`src/rtl/clint_mh_pkg.sv`:
```
// clint_mh shared definitions: address map, strides and reset values.
`default_nettype none

package clint_mh_pkg;

  localparam logic [15:0] MSIP_BASE       = 16'h0000;
  localparam logic [15:0] MTIMECMP_BASE   = 16'h4000;
  localparam logic [15:0] MTIME_ADDR      = 16'hBFF8;
  localparam int          MSIP_STRIDE     = 4;
  localparam int          MTIMECMP_STRIDE = 8;
  localparam logic [63:0] MTIMECMP_RESET  = 64'hFFFF_FFFF_FFFF_FFFF;

  localparam logic        RESET_ENABLE    = 1'b1;
  localparam logic        CHIP_ENABLE     = 1'b1;
  localparam logic [31:0] ZERO            = 32'd0;

endpackage

`default_nettype wire

```
`src/rtl/clint_prescaler.sv`:
```
// clint_prescaler: divides clk_i into mtime ticks; freezes on halt, clears on mtime write.
`default_nettype none

module clint_prescaler
  import clint_mh_pkg::*;
#(
  parameter int TICK_DIV = 1
) (
  input  logic clk_i,
  input  logic rst_i,
  input  logic halt_i,
  input  logic clear_i,
  output logic tick_o
);

  localparam logic [15:0] LAST = 16'(TICK_DIV - 1);

  logic [15:0] count;

  assign tick_o = !halt_i && (count == LAST);

  always_ff @(posedge clk_i) begin
    if (rst_i == RESET_ENABLE || clear_i) begin
      count <= 16'd0;
    end else if (!halt_i) begin
      count <= (count == LAST) ? 16'd0 : count + 16'd1;
    end
  end

endmodule

`default_nettype wire

```
`src/rtl/clint_mh.sv`:
```
// clint_mh: multi-hart core-local interruptor with shared mtime, per-hart msip/mtimecmp.
`default_nettype none

module clint_mh
  import clint_mh_pkg::*;
#(
  parameter int NUM_HARTS  = 2,
  parameter int DATA_WIDTH = 32,
  parameter int TICK_DIV   = 1
) (
  input  logic                  clk_i,
  input  logic                  rst_i,
  input  logic                  req_i,
  input  logic                  we_i,
  input  logic [DATA_WIDTH-1:0] addr_i,
  input  logic [DATA_WIDTH-1:0] data_i,
  output logic [DATA_WIDTH-1:0] data_o,
  output logic                  ack_o,
  input  logic                  halt_i,
  output logic [NUM_HARTS-1:0]  timer_irq_o,
  output logic [NUM_HARTS-1:0]  software_irq_o
);

  logic [15:0]           addr;
  logic                  wr;
  logic                  mtime_lo_sel;
  logic                  mtime_hi_sel;
  logic                  mtime_wr;
  logic                  tick;
  logic [63:0]           mtime;
  logic [NUM_HARTS-1:0]  msip;
  logic [NUM_HARTS-1:0]  msip_sel;
  logic [NUM_HARTS-1:0]  cmp_lo_sel;
  logic [NUM_HARTS-1:0]  cmp_hi_sel;
  logic [63:0]           mtimecmp [NUM_HARTS];
  logic [DATA_WIDTH-1:0] rdata;
  logic                  unused_addr_bits;

  // Only [15:2] participate in decoding.
  assign unused_addr_bits = &{addr_i[DATA_WIDTH-1:16], addr_i[1:0]};
  assign addr         = {addr_i[15:2], 2'b00};
  assign wr           = (req_i == CHIP_ENABLE) && we_i;
  assign mtime_lo_sel = (addr == MTIME_ADDR);
  assign mtime_hi_sel = (addr == MTIME_ADDR + 16'd4);
  assign mtime_wr     = wr && (mtime_lo_sel || mtime_hi_sel);

  clint_prescaler #(
    .TICK_DIV (TICK_DIV)
  ) u_prescaler (
    .clk_i   (clk_i),
    .rst_i   (rst_i),
    .halt_i  (halt_i),
    .clear_i (mtime_wr),
    .tick_o  (tick)
  );

  // A write to either mtime word overrides the tick for that cycle.
  always_ff @(posedge clk_i) begin
    if (rst_i == RESET_ENABLE) begin
      mtime <= 64'd0;
    end else if (wr && mtime_lo_sel) begin
      mtime[31:0] <= data_i;
    end else if (wr && mtime_hi_sel) begin
      mtime[63:32] <= data_i;
    end else if (tick) begin
      mtime <= mtime + 64'd1;
    end
  end

  generate
    for (genvar h = 0; h < NUM_HARTS; h++) begin : g_hart
      localparam logic [15:0] MSIP_A = MSIP_BASE + 16'(MSIP_STRIDE * h);
      localparam logic [15:0] CMP_A  = MTIMECMP_BASE + 16'(MTIMECMP_STRIDE * h);

      logic [63:0] cmp_q;
      logic        msip_q;
      logic        irq_q;

      assign msip_sel[h]   = (addr == MSIP_A);
      assign cmp_lo_sel[h] = (addr == CMP_A);
      assign cmp_hi_sel[h] = (addr == CMP_A + 16'd4);
      assign mtimecmp[h]   = cmp_q;
      assign msip[h]       = msip_q;
      assign timer_irq_o[h] = irq_q;

      always_ff @(posedge clk_i) begin
        if (rst_i == RESET_ENABLE) begin
          cmp_q  <= MTIMECMP_RESET;
          msip_q <= 1'b0;
          irq_q  <= 1'b0;
        end else begin
          if (wr && cmp_lo_sel[h]) cmp_q[31:0]  <= data_i;
          if (wr && cmp_hi_sel[h]) cmp_q[63:32] <= data_i;
          if (wr && msip_sel[h])   msip_q       <= data_i[0];
          irq_q <= (mtime >= cmp_q);
        end
      end
    end
  endgenerate

  assign software_irq_o = msip;

  always_comb begin
    rdata = ZERO;
    if (mtime_lo_sel) rdata = mtime[31:0];
    if (mtime_hi_sel) rdata = mtime[63:32];
    for (int h = 0; h < NUM_HARTS; h++) begin
      if (msip_sel[h])   rdata = {31'd0, msip[h]};
      if (cmp_lo_sel[h]) rdata = mtimecmp[h][31:0];
      if (cmp_hi_sel[h]) rdata = mtimecmp[h][63:32];
    end
  end

  always_ff @(posedge clk_i) begin
    if (rst_i == RESET_ENABLE) begin
      ack_o  <= 1'b0;
      data_o <= ZERO;
    end else begin
      ack_o  <= (req_i == CHIP_ENABLE);
      data_o <= ((req_i == CHIP_ENABLE) && !we_i) ? rdata : ZERO;
    end
  end

endmodule

`default_nettype wire

```
`config.mk`:
```
export PLATFORM = sky130hd
export DESIGN_NAME = clint_mh
export DESIGN_NICKNAME = d
export VERILOG_FILES = /design/src/rtl/clint_mh_pkg.sv /design/src/rtl/clint_prescaler.sv /design/src/rtl/clint_mh.sv
export SDC_FILE = /design/constraint.sdc
export NUM_CORES = 1
export LEC_CHECK = 0
export ABC_AREA = 1
export BUFFER_PORTS_ARGS = -buffer_cell sky130_fd_sc_hd__buf_4
export CAP_MARGIN = 20
export CORE_MARGIN = 1.5
export CORE_UTILIZATION = 40
export CTS_BUF_LIST = sky130_fd_sc_hd__clkbuf_16
export DETAILED_ROUTE_END_ITERATION = 10
export GPL_ROUTABILITY_DRIVEN = 0
export MAX_ROUTING_LAYER = met4
export PLACE_DENSITY_LB_ADDON = 0.05
export RECOVER_POWER = 50
export SETUP_SLACK_MARGIN = 0.05
export SYNTH_ARGS = -nofsm -noshare
export SYNTH_HDL_FRONTEND = slang
export SYNTH_HIERARCHICAL = 1
export SYNTH_SLANG_ARGS = --single-unit
```
`constraint.sdc`:
```
create_clock -name clk_i -period 5.93 [get_ports clk_i]
set_input_delay 0.2965 -clock clk_i [delete_from_list [all_inputs] [get_ports clk_i]]
set_output_delay 0.2965 -clock clk_i [all_outputs]
set_load 0.005 [all_outputs]
```
==> impl_metrics.ini, run 1 <==
[flow_run]
cap_violations = 5

[power]
p_leak_nw = 8.66
p_per_area_mw_per_mm2 = 196
finalPower_mw = 3.54
ir_drop_uv = 198

[synth]
synth.top_cell.area_share_pct = 30.7
synth_edf_count = 0
postSynthCellCount = 2432
synth.most_common_cell = nand2_1
synth_area_leaders = dfxtp_1 31%, nand2_1 15%, ha_1 10%, a21oi_1 7.7%, nor2_1 6.5%
synth_ff_type = dfxtp_1
synthArstFlopShare_pct = 0
avgSynthCellArea_um2 = 6.56
yosys_warnings = 6
synth_top_area_cell = dfxtp_1
ys_ff_latch = 245
synth.distinct_cells = 43
syn_nets = 2632
syn_area_mm2 = 0.0160
synth_common_cells = 622 x nand2_1, 277 x nor2_1, 275 x inv_1
synth-seq-area-share_pct = 30.7

[floorplanning]
die_area_mm2 = 0.0411
initial_core_util_pct = 40.9
die_w_um = 203
core_area_mm2 = 0.0390
dieHeight_um = 203
rows = 72
ios = 106

[critical_path]
cp_slowest_cell = nor2_1
path_common_cell = nor2_1
endpoint_kind = register
startpoint_type = input port
cp_data_arrival_time_ns = 4.53
r2r-end = mtime[30]$_SDFFE_PP0P_
critPathRequiredTime_ns = 6.34
path_class = input port to register
r2r-start = u_prescaler/count[0]$_SDFFE_PP0N_
crit_chain = clkbuf_4 > or2_0 > nor2_1 > nand2_1 > inv_1 > nand2_2 > nor2_1 > buf_4 > o211ai_1
path_buf_inv = 3
max_stage_delay_ns = 2.10
crit_family = simple AND/OR/NAND/NOR gates
reg2reg_depth = 15
ff2ff_setup_slack_ns = 2.90
cp_max_fo = 33

[final_layout]
area_growth_syn_to_layout_pct = 13.3
fill_cells = 4102
fin_cells = 3040
postLayoutCoreUtil_pct = 46.4
final_layout_size_suffix_gt1_share_pct = 7.02
diodes = 0
nNetsFinal = 2704

[global_routing]
grt_start_max_net_pins = 75
grt_pass1_vias = 15262
grt_usage_pct = 28.7
overflow = 0
antenna_found_initial = 0
grt_pass1_wl_um = 88600

[placement]
dp_slack_ns = 2.60
dp.cells = 2958
dp.final_hpwl_um = 41900
io_buffers = 87

[drt]
drc = 0
routedWlPerCell_um = 19.0
antenna_left = 0
vias = 16463
drt_pass1_iterations = 7
drtIter0Drc = 1211
viasPerCell = 5.42
wl_um = 57800

[clocking]
clk_latency_ns = 0.59
root_buffer = clkbuf_16
cts_sinks = 245
clk_pin_slew_ns = 0.06
cts_buffer_depth = 3
ctsHtreeMaxLevel = 1
ctsResizeCount = 0
cts_buffers = 30
cts_tree = done

[min_path]
hold_depth = 3
min_to = g_hart[1].cmp_q[52]$_SDFFE_PP1P_
min_path_type = input port to register
min_from = data_i[20]

[outcome]
status = finished with violations
violations = max-capacitance violations, max-slew violations

[timing]
finalCritPeriodShare_pct = 69.6
worst_pin_slew_ns = 2.91
fin_tns_setup_ns = 0
setup-violations-final = 0
max_slew_margin_pct = -94.1
min_period_ns = 4.13
rsz0062_at_grt = no
max_freq_mhz = 242
postLayoutSetupSlackWorst_ns = 1.80
report.final.slew_viol_count = 217
finClkSkew_ns = 0.0191
finalHoldViolCount = 0
[power by group]
part	internal (mW)	switching, mW
registers	1.65	0.00478
clock network	0.947	0.744
logic	0.0667	0.133
[layout make-up]
class                           instances  area [um^2]  area share [%]
Clock buffer                           30          751            4.15
Clock inverter                         20          123           0.678
Inverter                              279         1050            5.81
Multi-Input combinational cell       1813         9530            52.7
Sequential cell                       245         4900            27.1
Tap cell                              518          648            3.58
Timing Repair Buffer                  135         1080            6.00
[per-stage QoR]
step / hold slack, ns / instance area [um^2]
after detailed placement: 0.486 / 17000
after global routing: 0.0242 / 18100
after floorplan: 0.421 / 16000
after global placement: 0.483 / 17000
final: 0.0229 / 18100
after CTS: 0.0000560 / 18100
[worst register-to-register path, delay by kind of cell, from the launching register on]
family,cells,cell delay (ns)
AND/OR/NAND/NOR,8,1.56
adder cells (fa/ha/maj),1,0.17
buffers and inverters,5,0.79
flip-flops,1,0.32
AO/OA/AOI/OAI,1,0.13
[logic make-up after synthesis]
family	count (synthesis)	synth area share, %
simple gates	1112	29.3
fa+ha+maj	131	10.3
xor+xnor	30	1.65
buf+inv	374	9.38
compound gates	540	18.7
flops	245	30.7
[placed cells by master (no fill, tap or decap), types with 3 or more instances in the layout]
| cell type | n |
|---|---|
| nor2_2 | 8 |
| ha_1 | 131 |
| dlygate4sd3_1 | 31 |
| clkinv_2 | 5 |
| xnor2_1 | 20 |
| clkinv_1 | 4 |
| a31oi_1 | 19 |
| or2_2 | 5 |
| nor3_1 | 25 |
| nor2_1 | 281 |
| buf_4 | 59 |
| xor2_1 | 10 |
| nand4_1 | 38 |
| nand3b_1 | 6 |
| nand3_2 | 3 |
| nand3_1 | 93 |
| a21oi_1 | 246 |
| a21o_1 | 3 |
| o21a_1 | 7 |
| o211ai_1 | 66 |
| a22oi_1 | 16 |
| nor2_4 | 6 |
| or2_1 | 3 |
| nand2_1 | 625 |
| dfxtp_1 | 245 |
| o21ai_0 | 178 |
| clkbuf_16 | 30 |
| clkbuf_1 | 5 |
| clkbuf_4 | 39 |
| nand2_2 | 7 |
| inv_1 | 285 |
[timing repair]
| item | CTS | global route |
|---|---|---|
| hold buffers | 31 | 0 |
| setup buffers | 0 | 0 |
| endpoints found under the hold margin | 108 | 0 |
[how the worst max path moves through the flow]
stage / cells past startpoint / endpoint / slack (ns) / startpoint
global route: 9 / g_hart[1].cmp_q[30]$_SDFFE_PP1P_ / 1.46 / addr_i[11]
CTS: 12 / mtime[30]$_SDFFE_PP0P_ / 3.04 / req_i
global placement: 9 / g_hart[0].cmp_q[48]$_SDFFE_PP1P_ / 2.65 / addr_i[11]
finish: 9 / g_hart[1].cmp_q[20]$_SDFFE_PP1P_ / 1.80 / addr_i[11]
floorplan: 13 / mtime[20]$_SDFFE_PP0P_ / 4.03 / u_prescaler/count[0]$_SDFFE_PP0N_
detailed placement: 9 / g_hart[0].cmp_q[54]$_SDFFE_PP1P_ / 2.60 / addr_i[11]
[flip-flops by register name, indices dropped and copies added (netlist names)]
register / count
data_o: 32
g_hart.irq_q: 2
g_hart.msip_q: 2
u_prescaler/count: 16
mtime: 64
g_hart.cmp_q: 128
ack_o: 1
[metal layers]
layer	share of wire (%)	global-route usage [%]	routed length, um
met1	46	38.6	26800
met2	44	44.9	25400
met3	6.3	3.24	3650
met4	3.4	9.50	1950
met5	0	-	0
No activity file was read; power rests on OpenSTA's default activity.
==> inputs of run 2 (changes only) <==
--- a/config.mk
+++ b/config.mk
@@ -5,7 +5,7 @@
 export SDC_FILE = /design/constraint.sdc
 export NUM_CORES = 1
 export LEC_CHECK = 0
-export ABC_AREA = 1
+export ABC_AREA = 0
 export BUFFER_PORTS_ARGS = -buffer_cell sky130_fd_sc_hd__buf_4
 export CAP_MARGIN = 20
 export CORE_MARGIN = 1.5
==> constraint.sdc (replaced) <==
create_clock -name clk_i -period 3.5 [get_ports clk_i]
set_input_delay 0.175 -clock clk_i [delete_from_list [all_inputs] [get_ports clk_i]]
set_output_delay 0.175 -clock clk_i [all_outputs]
set_load 0.005 [all_outputs]
==> impl_metrics.ini, run 2 <==
[outcome]
status = finished with violations
violations = max-capacitance violations, max-slew violations

[timing]
finalCritPeriodShare_pct = 93.8
fin_tns_setup_ns = 0
worst_pin_slew_ns = 2.28
max_slew_margin_pct = -51.9
report.final.slew_viol_count = 194
postLayoutSetupSlackWorst_ns = 0.215
rsz0062_at_grt = no
finalHoldViolCount = 0
finClkSkew_ns = 0.0158
setup-violations-final = 0
min_period_ns = 3.28
max_freq_mhz = 304

[placement]
io_buffers = 87
dp.final_hpwl_um = 37200
dp_slack_ns = 0.369

[clocking]
clk_pin_slew_ns = 0.06
cts_sinks = 245
cts_buffer_depth = 3
hold_buffers = 34
clk_latency_ns = 0.58
cts_setup_buffers = 0
cts_buffers = 30
root_buffer = clkbuf_16
ctsResizeCount = 0
ctsHtreeMaxLevel = 1
cts_tree = done

[final_layout]
final_layout_size_suffix_gt1_share_pct = 9.74
area_growth_syn_to_layout_pct = 17.2
fill_cells = 3520
nNetsFinal = 2056
largest_reg_flops = 128
top_register = g_hart.cmp_q
multi_input_comb_area_mm2 = 0.00833
layout_common_cells = 245 x nor2_1, 245 x dfxtp_1, 175 x nand2_1
top_regs = g_hart.cmp_q x128, mtime x64, data_o x32
seq_area_mm2 = 0.00490

[floorplanning]
die_w_um = 191
ios = 106
initial_core_util_pct = 40.8
core_area_mm2 = 0.0347
dieHeight_um = 191
rows = 68
die_area_mm2 = 0.0365

[drt]
drt_pass1_iterations = 7
routedWlPerCell_um = 22.5
viasPerCell = 5.75
antenna_left = 0
vias = 13418
drc = 0
drtIter0Drc = 1238
wl_um = 52500

[synth]
synth-seq-area-share_pct = 34.7
avgSynthCellArea_um2 = 8.05
synth_area_leaders = dfxtp_1 35%, ha_1 12%, nor2_1 6.5%, a211o_1 6.1%, nand2_1 4.7%
synth.most_common_cell = nor2_1
synth.distinct_cells = 65
ys_ff_latch = 245
synth_edf_count = 0
synthArstFlopShare_pct = 0
synth_top_area_cell = dfxtp_1
syn_area_mm2 = 0.0142
yosys_warnings = 6
syn_nets = 1957
synth.top_cell.area_share_pct = 34.7
synth_common_cells = 246 x nor2_1, 245 x dfxtp_1, 177 x nand2_1
synth_ff_type = dfxtp_1
postSynthCellCount = 1757

[global_routing]
grt_start_max_net_pins = 103
antenna_found_initial = 1
grt_usage_pct = 29.5
grt_pass1_wl_um = 78700
grt_pass1_vias = 12587
overflow = 0

[critical_path]
endpoint_kind = register
cp_slowest_cell = or4_1
critPathRequiredTime_ns = 3.94
crit_chain = nand4_1 > or4_1 > nor4_4 > and2_1 > nand2_4 > or3_1 > a311oi_1
startpoint_type = register
path_class = register to register
max_stage_delay_ns = 0.66
cp_max_fo = 8
cp_data_arrival_time_ns = 3.72

[power]
ir_drop_uv = 347
p_leak_nw = 7.91
p_per_area_mw_per_mm2 = 372

[flow_run]
cap_violations = 3

[min_path]
min_path_type = input port to register
## run 2: cell count changes in the layout (fill, tap and decap cells not counted), moves of 63 or more
| cell | before | now |
|---|---|---|
| inv_1 | 285 | 147 |
| o21ai_0 | 178 | 86 |
| a211o_1 | 0 | 98 |
| nand2_1 | 625 | 175 |
| o211ai_1 | 66 | 3 |
| a21oi_1 | 246 | 71 |
## run 2: path summary, 6_finish.rpt
path	cells after the start	from	slack, ns	to
max reg2reg	7	mtime[2]$_SDFFE_PP0P_	0.22	mtime[51]$_SDFFE_PP0P_
max	7	mtime[2]$_SDFFE_PP0P_	0.22	mtime[51]$_SDFFE_PP0P_
min reg2reg	2	g_hart[0].cmp_q[5]$_SDFFE_PP1P_	0.45	data_o[5]$_SDFF_PP0_
min	4	we_i	0.09	data_o[17]$_SDFF_PP0_
## run 2: cells by family after synthesis
kind of cell               share of synthesized area (%)
buffers and inverters                               6.65
AOI/OAI and AO/OA                                   20.7
and+or+nand+nor                                     22.1
adders and majority gates                           11.6
muxes                                              0.283
DFF                                                 34.7
xor gates and xnor gates                            4.08
## run 2: layer usage
layer	GRT usage, %	wire [um]	vias to the layer above
li1	-	-	6436
met1	42.4	25000	6376
met2	41.1	21400	521
met3	6.61	4730	85
met4	7.57	1370	0
met5	-	0	-
## run 2: power by group
group	switching, mW	internal [mW]
Combinational	0.198	0.104
Clock	1.27	1.80
Sequential	0.00758	2.79
## run 2: cell type report
type	count	share of cell area, %
inverters	139	3.15
multi-input cells	1272	50.3
flip-flops and latches	245	29.6
clock buffers	31	4.68
repair buffers	168	7.83
diodes	1	0.0151
well taps	455	3.43
clock inverters	23	1.05
## run 2: critical path: cells and delay by family, from the launching register on
kind / cells / cell delay, ns
simple gates: 6 / 2.42
flops: 1 / 0.49
compound gates: 1 / 0.24
## run 2: per-stage QoR
stage	power [mW]	hold WS (ns)	utilization, %	instances	area (um^2)
6_report	6.18	0.0927	47.8	2334	16600
5_1_grt	6.36	0.0971	47.8	2334	16600
3_5_place_dp	3.13	0.443	44.4	2245	15400
2_1_floorplan	2.96	0.284	-	1757	14200
3_3_place_gp	3.13	0.446	44.4	2245	15400
4_1_cts	6.21	0.0823	48.1	2333	16700
